<file path="src/rtl/vga_capture_if.sv">
// vga_capture_if: groups the VGA input bus, the ARM request and the
// down-sampled frame-buffer write port of vga_capture.
// master = video source / buffer side, slave = the capture block.
interface vga_capture_if;
    logic       VGA_HSYNC;
    logic       VGA_VSYNC;
    logic       VGA_BLANK;
    logic [9:0] VGA_R;
    logic [9:0] VGA_G;
    logic [9:0] VGA_B;
    logic       ARM;
    logic [7:0] X;
    logic [7:0] Y;
    logic [11:0] RGB;
    logic       WR;
    logic       BUSY;
    logic       FRAME_DONE;

    modport master (
        output VGA_HSYNC, VGA_VSYNC, VGA_BLANK, VGA_R, VGA_G, VGA_B, ARM,
        input  X, Y, RGB, WR, BUSY, FRAME_DONE
    );

    modport slave (
        input  VGA_HSYNC, VGA_VSYNC, VGA_BLANK, VGA_R, VGA_G, VGA_B, ARM,
        output X, Y, RGB, WR, BUSY, FRAME_DONE
    );
endinterface

</file>
<file path="src/rtl/vga_capture.sv">
// vga_capture: captures one VGA frame into a 4x down-sampled buffer
// (every 4th pixel of every 4th line, 4-bit colour per channel).
// Optional macro VGA_CAPTURE_AVG_EN: instead of taking column%4==0,
// average the 4 pixels of each horizontal group; incomplete groups
// (line ends early) are discarded.
module vga_capture #(
    parameter int H_ACT = 640,
    parameter int V_ACT = 480
) (
    input  logic          CLOCK_25,
    input  logic          RESET_N,
    vga_capture_if.slave  vga
);

    localparam logic [9:0] C_H_ACT = 10'(H_ACT);
    localparam logic [8:0] C_V_ACT = 9'(V_ACT);

    typedef enum logic [1:0] {
        S_IDLE    = 2'd0,
        S_ARMED   = 2'd1,
        S_CAPTURE = 2'd2
    } state_t;

    state_t      r_state;
    logic        r_busy;
    logic        r_done;
    logic        r_hsync;
    logic        r_vsync;
    logic        r_blank;
    logic [9:0]  r_col;
    logic [8:0]  r_row;
    logic        r_wr;
    logic [7:0]  r_x;
    logic [7:0]  r_y;
    logic [11:0] r_rgb;

    logic        w_hs_fall;
    logic        w_vs_fall;
    logic        w_blank_fall;
    logic        w_eligible;
    logic [3:0]  w_nib_r;
    logic [3:0]  w_nib_g;
    logic [3:0]  w_nib_b;
    logic        w_unused;

    // Edges compare the previous-cycle registered copy with the live input.
    assign w_hs_fall    = r_hsync & ~vga.VGA_HSYNC;
    assign w_vs_fall    = r_vsync & ~vga.VGA_VSYNC;
    assign w_blank_fall = r_blank & ~vga.VGA_BLANK;

    assign w_nib_r = vga.VGA_R[9:6];
    assign w_nib_g = vga.VGA_G[9:6];
    assign w_nib_b = vga.VGA_B[9:6];
    assign w_unused = ^{vga.VGA_R[5:0], vga.VGA_G[5:0], vga.VGA_B[5:0]};

    // Only every 4th line inside the active window contributes to the buffer.
    assign w_eligible = (r_state == S_CAPTURE) && vga.VGA_BLANK &&
                        (r_col < C_H_ACT) && (r_row < C_V_ACT) &&
                        (r_row[1:0] == 2'b00);

    // Sync/blank registers and the saturating column counter.
    always_ff @(posedge CLOCK_25 or negedge RESET_N) begin
        if (!RESET_N) begin
            r_hsync <= 1'b1;
            r_vsync <= 1'b1;
            r_blank <= 1'b0;
            r_col   <= '0;
        end else begin
            // NOTE: every clocked assignment is non-blocking so all registers
            // update together from the pre-edge values, whatever the order.
            r_hsync <= vga.VGA_HSYNC;
            r_vsync <= vga.VGA_VSYNC;
            r_blank <= vga.VGA_BLANK;
            if (w_hs_fall) begin
                r_col <= '0;
            end else if (vga.VGA_BLANK && (r_col < C_H_ACT)) begin
                r_col <= r_col + 10'd1;
            end
        end
    end

    // Capture FSM with registered BUSY/FRAME_DONE and the row counter.
    always_ff @(posedge CLOCK_25 or negedge RESET_N) begin
        if (!RESET_N) begin
            r_state <= S_IDLE;
            r_busy  <= 1'b0;
            r_done  <= 1'b0;
            r_row   <= '0;
        end else begin
            r_done <= 1'b0;
            case (r_state)
                S_IDLE: begin
                    if (vga.ARM) begin
                        r_state <= S_ARMED;
                        r_busy  <= 1'b1;
                    end
                end
                S_ARMED: begin
                    if (w_vs_fall) begin
                        r_state <= S_CAPTURE;
                        r_row   <= '0;
                    end
                end
                S_CAPTURE: begin
                    if (w_vs_fall) begin
                        r_done  <= 1'b1;
                        r_state <= vga.ARM ? S_ARMED : S_IDLE;
                        r_busy  <= vga.ARM;
                    end else if (w_blank_fall && (r_row < C_V_ACT)) begin
                        r_row <= r_row + 9'd1;
                    end
                end
                default: begin
                    r_state <= S_IDLE;
                    r_busy  <= 1'b0;
                end
            endcase
        end
    end

`ifdef VGA_CAPTURE_AVG_EN
    logic [5:0] r_acc_r;
    logic [5:0] r_acc_g;
    logic [5:0] r_acc_b;
    logic [5:0] w_sum_r;
    logic [5:0] w_sum_g;
    logic [5:0] w_sum_b;

    assign w_sum_r = r_acc_r + 6'(w_nib_r);
    assign w_sum_g = r_acc_g + 6'(w_nib_g);
    assign w_sum_b = r_acc_b + 6'(w_nib_b);

    // Accumulate 4 horizontal pixels; write their truncated mean on the 4th.
    always_ff @(posedge CLOCK_25 or negedge RESET_N) begin
        if (!RESET_N) begin
            r_acc_r <= '0;
            r_acc_g <= '0;
            r_acc_b <= '0;
            r_wr    <= 1'b0;
            r_x     <= '0;
            r_y     <= '0;
            r_rgb   <= '0;
        end else begin
            r_wr <= 1'b0;
            if (w_eligible) begin
                if (r_col[1:0] == 2'd0) begin
                    r_acc_r <= 6'(w_nib_r);
                    r_acc_g <= 6'(w_nib_g);
                    r_acc_b <= 6'(w_nib_b);
                end else if (r_col[1:0] == 2'd3) begin
                    r_acc_r <= '0;
                    r_acc_g <= '0;
                    r_acc_b <= '0;
                    r_wr    <= 1'b1;
                    r_x     <= r_col[9:2];
                    r_y     <= {1'b0, r_row[8:2]};
                    r_rgb   <= {w_sum_b[5:2], w_sum_g[5:2], w_sum_r[5:2]};
                end else begin
                    r_acc_r <= w_sum_r;
                    r_acc_g <= w_sum_g;
                    r_acc_b <= w_sum_b;
                end
            end else if (w_blank_fall) begin
                r_acc_r <= '0;
                r_acc_g <= '0;
                r_acc_b <= '0;
            end
        end
    end
`else
    // Point-sample column%4==0; the write appears one cycle after the pixel.
    always_ff @(posedge CLOCK_25 or negedge RESET_N) begin
        if (!RESET_N) begin
            r_wr  <= 1'b0;
            r_x   <= '0;
            r_y   <= '0;
            r_rgb <= '0;
        end else begin
            r_wr <= 1'b0;
            if (w_eligible && (r_col[1:0] == 2'd0)) begin
                r_wr  <= 1'b1;
                r_x   <= r_col[9:2];
                r_y   <= {1'b0, r_row[8:2]};
                r_rgb <= {w_nib_b, w_nib_g, w_nib_r};
            end
        end
    end
`endif

    assign vga.X          = r_x;
    assign vga.Y          = r_y;
    assign vga.RGB        = r_rgb;
    assign vga.WR         = r_wr;
    assign vga.BUSY       = r_busy;
    assign vga.FRAME_DONE = r_done;

endmodule
</file>
<file path="src/flat_wrapper.sv">
// flat-port wrapper written by rule: the top's interface ports become plain ports
module vga_capture_flat 
#(
    parameter int H_ACT = 640,
    parameter int V_ACT = 480
)
  (CLOCK_25, RESET_N, vga_VGA_HSYNC, vga_VGA_VSYNC, vga_VGA_BLANK, vga_VGA_R, vga_VGA_G, vga_VGA_B, vga_ARM, vga_X, vga_Y, vga_RGB, vga_WR, vga_BUSY, vga_FRAME_DONE);
  vga_capture_if vga_i ();
  input  logic CLOCK_25;
  input  logic RESET_N;
  input wire logic [$bits(vga_i.VGA_HSYNC)-1:0] vga_VGA_HSYNC;
  input wire logic [$bits(vga_i.VGA_VSYNC)-1:0] vga_VGA_VSYNC;
  input wire logic [$bits(vga_i.VGA_BLANK)-1:0] vga_VGA_BLANK;
  input wire logic [$bits(vga_i.VGA_R)-1:0] vga_VGA_R;
  input wire logic [$bits(vga_i.VGA_G)-1:0] vga_VGA_G;
  input wire logic [$bits(vga_i.VGA_B)-1:0] vga_VGA_B;
  input wire logic [$bits(vga_i.ARM)-1:0] vga_ARM;
  output wire logic [$bits(vga_i.X)-1:0] vga_X;
  output wire logic [$bits(vga_i.Y)-1:0] vga_Y;
  output wire logic [$bits(vga_i.RGB)-1:0] vga_RGB;
  output wire logic [$bits(vga_i.WR)-1:0] vga_WR;
  output wire logic [$bits(vga_i.BUSY)-1:0] vga_BUSY;
  output wire logic [$bits(vga_i.FRAME_DONE)-1:0] vga_FRAME_DONE;
  assign vga_i.VGA_HSYNC = vga_VGA_HSYNC;
  assign vga_i.VGA_VSYNC = vga_VGA_VSYNC;
  assign vga_i.VGA_BLANK = vga_VGA_BLANK;
  assign vga_i.VGA_R = vga_VGA_R;
  assign vga_i.VGA_G = vga_VGA_G;
  assign vga_i.VGA_B = vga_VGA_B;
  assign vga_i.ARM = vga_ARM;
  assign vga_X = vga_i.X;
  assign vga_Y = vga_i.Y;
  assign vga_RGB = vga_i.RGB;
  assign vga_WR = vga_i.WR;
  assign vga_BUSY = vga_i.BUSY;
  assign vga_FRAME_DONE = vga_i.FRAME_DONE;
  vga_capture #(.H_ACT(H_ACT), .V_ACT(V_ACT)) u_core (.CLOCK_25(CLOCK_25), .RESET_N(RESET_N), .vga(vga_i));
endmodule
</file>
<file path="config.mk">
export PLATFORM = sky130hd
export DESIGN_NAME = vga_capture_flat
export DESIGN_NICKNAME = d
export VERILOG_FILES = /design/src/rtl/vga_capture_if.sv /design/src/rtl/vga_capture.sv /design/src/flat_wrapper.sv
export SDC_FILE = /design/constraint.sdc
export NUM_CORES = 1
export LEC_CHECK = 0
export ABC_AREA = 1
export CAP_MARGIN = 10
export CORE_ASPECT_RATIO = 0.75
export CORE_MARGIN = 4
export CORE_UTILIZATION = 35
export DETAILED_ROUTE_END_ITERATION = 16
export GPL_TIMING_DRIVEN = 0
export PLACE_DENSITY_LB_ADDON = 0.08
export SYNTH_ARGS = -nofsm -noshare
export SYNTH_HDL_FRONTEND = slang
export SYNTH_SLANG_ARGS = --single-unit
</file>
<file path="constraint.sdc">
create_clock -name CLOCK_25 -period 3.95 [get_ports CLOCK_25]
set_clock_uncertainty 0.2 [all_clocks]
set_input_delay 0.9875 -clock CLOCK_25 [delete_from_list [all_inputs] [get_ports CLOCK_25]]
set_output_delay 0.9875 -clock CLOCK_25 [all_outputs]
set_load 0.02 [all_outputs]
</file>
==> results of run 1 <==
## tightest hold or removal path, cell delays in order, from the launching register on
cell,delay (ns)
dfrtp_1,0.36
nand2_1,0.05
nand2_1,0.05
## stage by stage
stage                     util (%)  area [sq um]  hold WS (ns)
after floorplan                  -          2500         0.286
after global placement        45.1          3090         0.261
after detailed placement      45.3          3110         0.265
after CTS                     46.4          3190         0.291
after global routing          46.4          3190         0.308
final                         46.4          3190         0.287
## worst paths after layout
check	from	to	slack [ns]
setup / recovery	u_core.vga.RGB[9]	vga_RGB[9]	1.45
hold / removal	u_core.vga.RGB[3]	u_core.vga.RGB[3]	0.29
setup reg to reg	u_core.r_hsync	u_core.r_col[5]	2.08
hold reg to reg	u_core.vga.RGB[3]	u_core.vga.RGB[3]	0.29
max in group asynchronous	RESET_N	u_core.r_col[4]	2.48
min in group asynchronous	RESET_N	u_core.r_row[5]	0.49
## power groups by stage
stage | clock network [mW] | logic [mW] | registers (mW)
floorplan | 0 | 0.160 | 0.814
global placement | 0 | 0.479 | 0.725
detailed placement | 0 | 0.488 | 0.727
CTS | 0.318 | 0.490 | 0.719
global route | 0.337 | 0.529 | 0.733
finish | 0.304 | 0.480 | 0.717
## registers in the layout (all words and copies together), names as in the netlist, 2 cells and up
signal / flops
u_core.r_row: 9
u_core.r_state: 2
u_core.vga.X: 8
u_core.vga.RGB: 12
u_core.r_col: 10
u_core.vga.Y: 7
## kinds of logic after synthesis
| kind of cell | after synthesis |
|---|---|
| compound gates | 30 |
| xor+xnor | 1 |
| fa+ha+maj | 4 |
| buf+inv | 41 |
| flops | 54 |
| other cells | 1 |
| simple gates | 174 |
## cell usage after synthesis (2+ instances only)
cell      number  share of area [%]
inv_1         31                4.7
a21oi_1        3               0.60
nand2_2       11                2.8
nor3_1         2               0.40
ha_1           4                2.0
inv_2          2               0.30
dfstp_2        2                2.1
o21bai_1       2               0.60
nand3_1       17                3.4
o21ai_0       23                4.6
buf_2          2               0.40
nor2_1        29                4.4
dfrtp_1       52                 52
nor2_2         3               0.75
nand4_1        3               0.75
buf_4          2               0.60
nand2_1      108                 16
## area by class of cell
| type | count | area share (%) |
|---|---|---|
| buffer | 6 | 1.77 |
| clock buffer | 5 | 2.16 |
| clock inverter | 2 | 0.314 |
| inverter | 35 | 4.20 |
| multi-input combinational | 210 | 30.0 |
| sequential | 54 | 42.5 |
| tap | 98 | 3.85 |
| timing repair buffer | 48 | 15.2 |
## layer usage
layer	vias to the layer above	share of wire, %	wire length (um)	GRT usage (%)
met2	50	42	2420	21.4
met5	-	0	0	0
met1	947	50	2920	21.1
met4	0	1.6	90	5.17
li1	1047	-	-	-
met3	10	6.4	370	4.53
==> impl_metrics.json, run 1 <==
{
  "cp_slowest_cell": "clkdlybuf4s50_1",
  "path_depth": 1,
  "diodes": 0,
  "setup_viol": 0,
  "path_max_fanout": 2,
  "p_clk_share_pct": 20.2,
  "clock_latency_ns": 0.31,
  "cp-start-kind": "flop",
  "fin_nets": 400,
  "final_cells": 458,
  "synth-simple-area-share_pct": 29.1,
  "synth_xor_xnor_area_share_pct": 0.350,
  "yosys_warnings": 0,
  "drt_iter0_markers": 74,
  "cts_buffers": 5,
  "power_leakage_nw": 1.50,
  "row_count": 26,
  "dpl_worst_slack_ns": 1.17,
  "finalCritPeriodShare_pct": 63.3,
  "drive_gt1_share_pct": 10.0,
  "die_area_sq_um": 8580,
  "ir_drop_v": 0.000217,
  "cts_hold_buf": 0,
  "report.final.hold_viol_count": 0,
  "hold_class": "reg2reg",
  "synth_enable_flop_cells": 0,
  "initial_utilization_pct": 36.4,
  "r2r_cells": 7,
  "port_buffers": 47,
  "synth_ff_type": "dfrtp_1",
  "slowest_delay_ns": 0.62,
  "crit_family": "buffers and inverters",
  "antenna_found_initial": 0,
  "dp_cells": 451,
  "drt-total-wl_mm": 5.79,
  "grt_overflow": 0,
  "syn_inst": 305,
  "p_int_mw": 0.989,
  "grt_start_max_net_pins": 31,
  "multi_input_area_sq_um": 957,
  "power_mw": 1.50,
  "core_sq_um": 6860,
  "drv_slew": 0,
  "syn_nets": 345,
  "post_cts_resized": 0,
  "netSwitchingFraction_pct": 34.1,
  "cts_tree": "built",
  "gp_congestion": 0.801,
  "synth_top_family_by_area": "simple AND/OR/NAND/NOR gates",
  "area_growth_pct": 27.5,
  "synth_seq_cells": 54,
  "cts.reportedPaths.clkPinSlew_ns": 0.10,
  "outcome": "finished clean",
  "fill_cells": 684,
  "synth_mux_area_share_pct": 0,
  "p_sw_mw": 0.512,
  "ioPinCount": 67,
  "fin_setup_tns_ns": 0,
  "die_x_um": 106,
  "ys_seq_area_share_pct": 54.1,
  "crit_buf_inv": 1,
  "grtUsageTotal_pct": 14.8,
  "grt_pass1_vias": 2016,
  "clock-sinks": 54,
  "power.density_nw_per_um2": 471,
  "seqCellArea_sq_um": 1350,
  "cts_buffer_depth": 2,
  "final_common_cell": "nand2_1",
  "viasPerCell": 4.48,
  "grt_pass1_wl_mm": 10.0,
  "fin_ws_ns": 1.45,
  "yosysUniqueCellTypes": 26,
  "first_pass_iters": 4,
  "syn_area_sq_um": 2500,
  "worstPathArrival_ns": 1.31,
  "required_ns": 2.76,
  "synth_compound_area_share_pct": 6.70,
  "cts_root_buf": "clkbuf_8",
  "cts_setup_buffers": 0,
  "h-tree-depth": 2,
  "vias": 2054,
  "avgRoutedWirePerCell_um": 12.7,
  "path_cells": "clkdlybuf4s50_1",
  "max_freq_mhz": 400,
  "worstHoldPathCells": 2,
  "grt_setup_unrepaired": "false",
  "place_hpwl_mm": 4.20,
  "async_flop_share_pct": 100,
  "syn_avg_cell_area_sq_um": 8.20,
  "comb_power_share_pct": 32.0,
  "final_cell_mix": "108 x nand2_1, 52 x dfrtp_1, 46 x clkdlybuf4s50_1",
  "worstSetupPathType": "reg2out",
  "endpoint_kind": "output port",
  "die_h_um": 81.2,
  "drv_cap": 0,
  "ant_nets": 0,
  "synthAdderAreaFrac_pct": 2.00,
  "final.min_clock_period_ns": 2.50,
  "tightest_slew_ns": 0.636,
  "drt_drc_violations_left": 0,
  "power_frac_seq_pct": 47.8,
  "relSlewSlack_pct": 57.6
}
No activity file was read; power rests on OpenSTA's default activity.
==> inputs of run 2 (changes only) <==
==> constraint.sdc (replaced) <==
create_clock -name CLOCK_25 -period 2.3 [get_ports CLOCK_25]
set_clock_uncertainty 0.2 [all_clocks]
set_input_delay 0.575 -clock CLOCK_25 [delete_from_list [all_inputs] [get_ports CLOCK_25]]
set_output_delay 0.575 -clock CLOCK_25 [all_outputs]
set_load 0.02 [all_outputs]
==> results of run 2 <==
The final DEF is identical to that of run 1. Status: finished clean.
Main changes from that run: setup slack after placement 1.17 ns -> -0.0722 ns; setup slack after layout 1.45 ns -> 0.211 ns; hold slack 0.287 ns -> 0.0742 ns; register-to-register setup slack 2.08 ns -> 0.43 ns; total power 1.50 mW -> 2.58 mW; worst IR drop on VDD 0.000217 V -> 0.000372 V
==> inputs of run 3 (changes only) <==
--- a/config.mk
+++ b/config.mk
@@ -9,10 +9,11 @@
 export CAP_MARGIN = 10
 export CORE_ASPECT_RATIO = 0.75
 export CORE_MARGIN = 4
-export CORE_UTILIZATION = 35
+export CORE_UTILIZATION = 40
 export DETAILED_ROUTE_END_ITERATION = 16
 export GPL_TIMING_DRIVEN = 0
 export PLACE_DENSITY_LB_ADDON = 0.08
+export SETUP_SLACK_MARGIN = 0.4
 export SYNTH_ARGS = -nofsm -noshare
 export SYNTH_HDL_FRONTEND = slang
 export SYNTH_SLANG_ARGS = --single-unit
==> run 3 against run 2 <==
Die area shrank 11%; clock power is 3% lower; total power down 3.5%; via count decreased by 1.0%; core utilization increased by 7.2 points; cell count down 3.5%; critical path depth is 8 higher; count of clock-buffer cells in the layout is 3 higher; largest cell class unchanged; highest routed layer unchanged.
==> impl_metrics.json, run 3 (synthesis results as in run 1) <==
{
  "dp_cells": 431,
  "cts_buffers": 5,
  "cts.reportedPaths.clkPinSlew_ns": 0.09,
  "finalCritPeriodShare_pct": 79.8,
  "hold_class": "reg2reg",
  "grt_start_max_net_pins": 40,
  "grt_pass1_vias": 1916,
  "grt_overflow": 0,
  "fin_setup_tns_ns": 0,
  "fin_ws_ns": 0.463,
  "drive_gt1_share_pct": 10.7,
  "path_max_fanout": 4,
  "grt_setup_unrepaired": "false",
  "ir_drop_v": 0.000324,
  "cp-start-kind": "input port",
  "cts_root_buf": "clkbuf_8",
  "final_core_util_pct": 53.6,
  "ant_nets": 0,
  "outcome": "finished clean",
  "initial_utilization_pct": 42.1,
  "grtUsageTotal_pct": 15.4,
  "core_sq_um": 5950,
  "die_h_um": 76.5,
  "crit_path_start": "vga_VGA_VSYNC",
  "worstPathArrival_ns": 1.83,
  "power_leakage_nw": 1.65,
  "drv_cap": 0,
  "endpoint_kind": "flop",
  "drt_drc_violations_left": 0,
  "cts_buffer_depth": 2,
  "die_area_sq_um": 7600,
  "area_growth_pct": 27.4,
  "place_hpwl_mm": 4.02,
  "largest_reg_flops": 12,
  "antenna_found_initial": 0,
  "diodes": 0,
  "avgRoutedWirePerCell_um": 12.5,
  "grt_pass1_wl_mm": 9.44,
  "drt_iter0_markers": 102,
  "max_freq_mhz": 545,
  "setup_viol": 0,
  "port_buffers": 47,
  "h-tree-depth": 2,
  "row_count": 24,
  "ioPinCount": 67,
  "die_x_um": 99.3,
  "final_cells": 442,
  "final_common_cell": "nand2_1",
  "fin_nets": 403,
  "worstHoldStart": "u_core.vga.RGB[2]",
  "drv_slew": 0,
  "final_cell_mix": "108 x nand2_1, 52 x dfrtp_1, 31 x inv_1, 31 x dlygate4sd2_1, 27 x nor2_1",
  "gp_congestion": 0.810,
  "dpl_worst_slack_ns": -0.0461,
  "vias": 2033,
  "worstSetupPathType": "in2reg",
  "cts_tree": "built",
  "report.final.hold_viol_count": 0,
  "r2r_cells": 8,
  "fin_area_sq_um": 3190,
  "final.min_clock_period_ns": 1.84,
  "drt-total-wl_mm": 5.52,
  "power.density_nw_per_um2": 780,
  "r2r_start": "u_core.r_state[0]",
  "worstHoldPathCells": 2,
  "required_ns": 2.30,
  "viasPerCell": 4.60,
  "postPlaceCellArea_sq_um": 3080,
  "first_pass_iters": 4,
  "clock_latency_ns": 0.30,
  "clock-sinks": 54
}
[run 3: cell count changes in the layout (fill, tap and decap cells not counted), moves of 2 or more]
cell	before	now
clkinv_2	2	0
nor2_1	29	27
nor2_2	3	5
dlygate4sd2_1	0	31
clkbuf_1	0	3
clkdlybuf4s50_1	46	15
[run 3: final cells by class]
| type | instances | area (sq um) |
|---|---|---|
| Timing Repair Buffer | 51 | 484 |
| Inverter | 35 | 148 |
| Clock buffer | 8 | 80.1 |
| Multi-Input combinational cell | 210 | 967 |
| Sequential cell | 54 | 1350 |
| Tap cell | 78 | 97.6 |
| Fill cell | 582 | 2760 |
| Buffer | 6 | 56.3 |
[run 3: path summary, 6_finish.rpt]
kind / to / slack (ns)
hold / removal: u_core.vga.RGB[2] / 0.28
min in group asynchronous: u_core.r_row[5] / 0.53
setup / recovery: u_core.r_row[1] / 0.46
max in group asynchronous: u_core.r_hsync / 0.77
hold reg to reg: u_core.vga.RGB[2] / 0.28
setup reg to reg: u_core.r_row[1] / 0.59
[run 3: power by group]
part / switching [mW] / total [mW] / internal (mW)
sequential: 0.105 / 1.22 / 1.12
combinational: 0.456 / 0.756 / 0.301
clock: 0.289 / 0.506 / 0.217
total: 0.849 / 2.49 / 1.64
[run 3: routing by layer]
layer | global-route usage, % | wire length [um]
met1 | 22.9 | 2900
met2 | 21.8 | 2280
met3 | 4.57 | 293
met5 | 0 | 0
met4 | 3.68 | 48
[run 3: critical path, stage by stage]
cell             delay, ns
clkdlybuf4s50_1       0.44
nor2_2                0.17
inv_1                 0.10
nor2_2                0.12
inv_1                 0.10
nand2_4               0.10
inv_1                 0.10
nand2_1               0.08
nand2_1               0.05
[run 3: through the flow]
stage / hold WS [ns] / total power [mW]
floorplan: 0.0794 / 1.67
global placement: 0.261 / 2.06
detailed placement: 0.269 / 2.07
CTS: 0.292 / 2.50
global route: 0.305 / 2.67
finish: 0.284 / 2.49
[run 3: timing repair]
item | in CTS | in global routing
hold buffers | 1 | 0
setup endpoints to repair | 45 | 7
gates resized for setup | 34 | 2
buffers inserted | 0 | 2
hold endpoints to repair | 1 | 0
pin swaps | 1 | 2
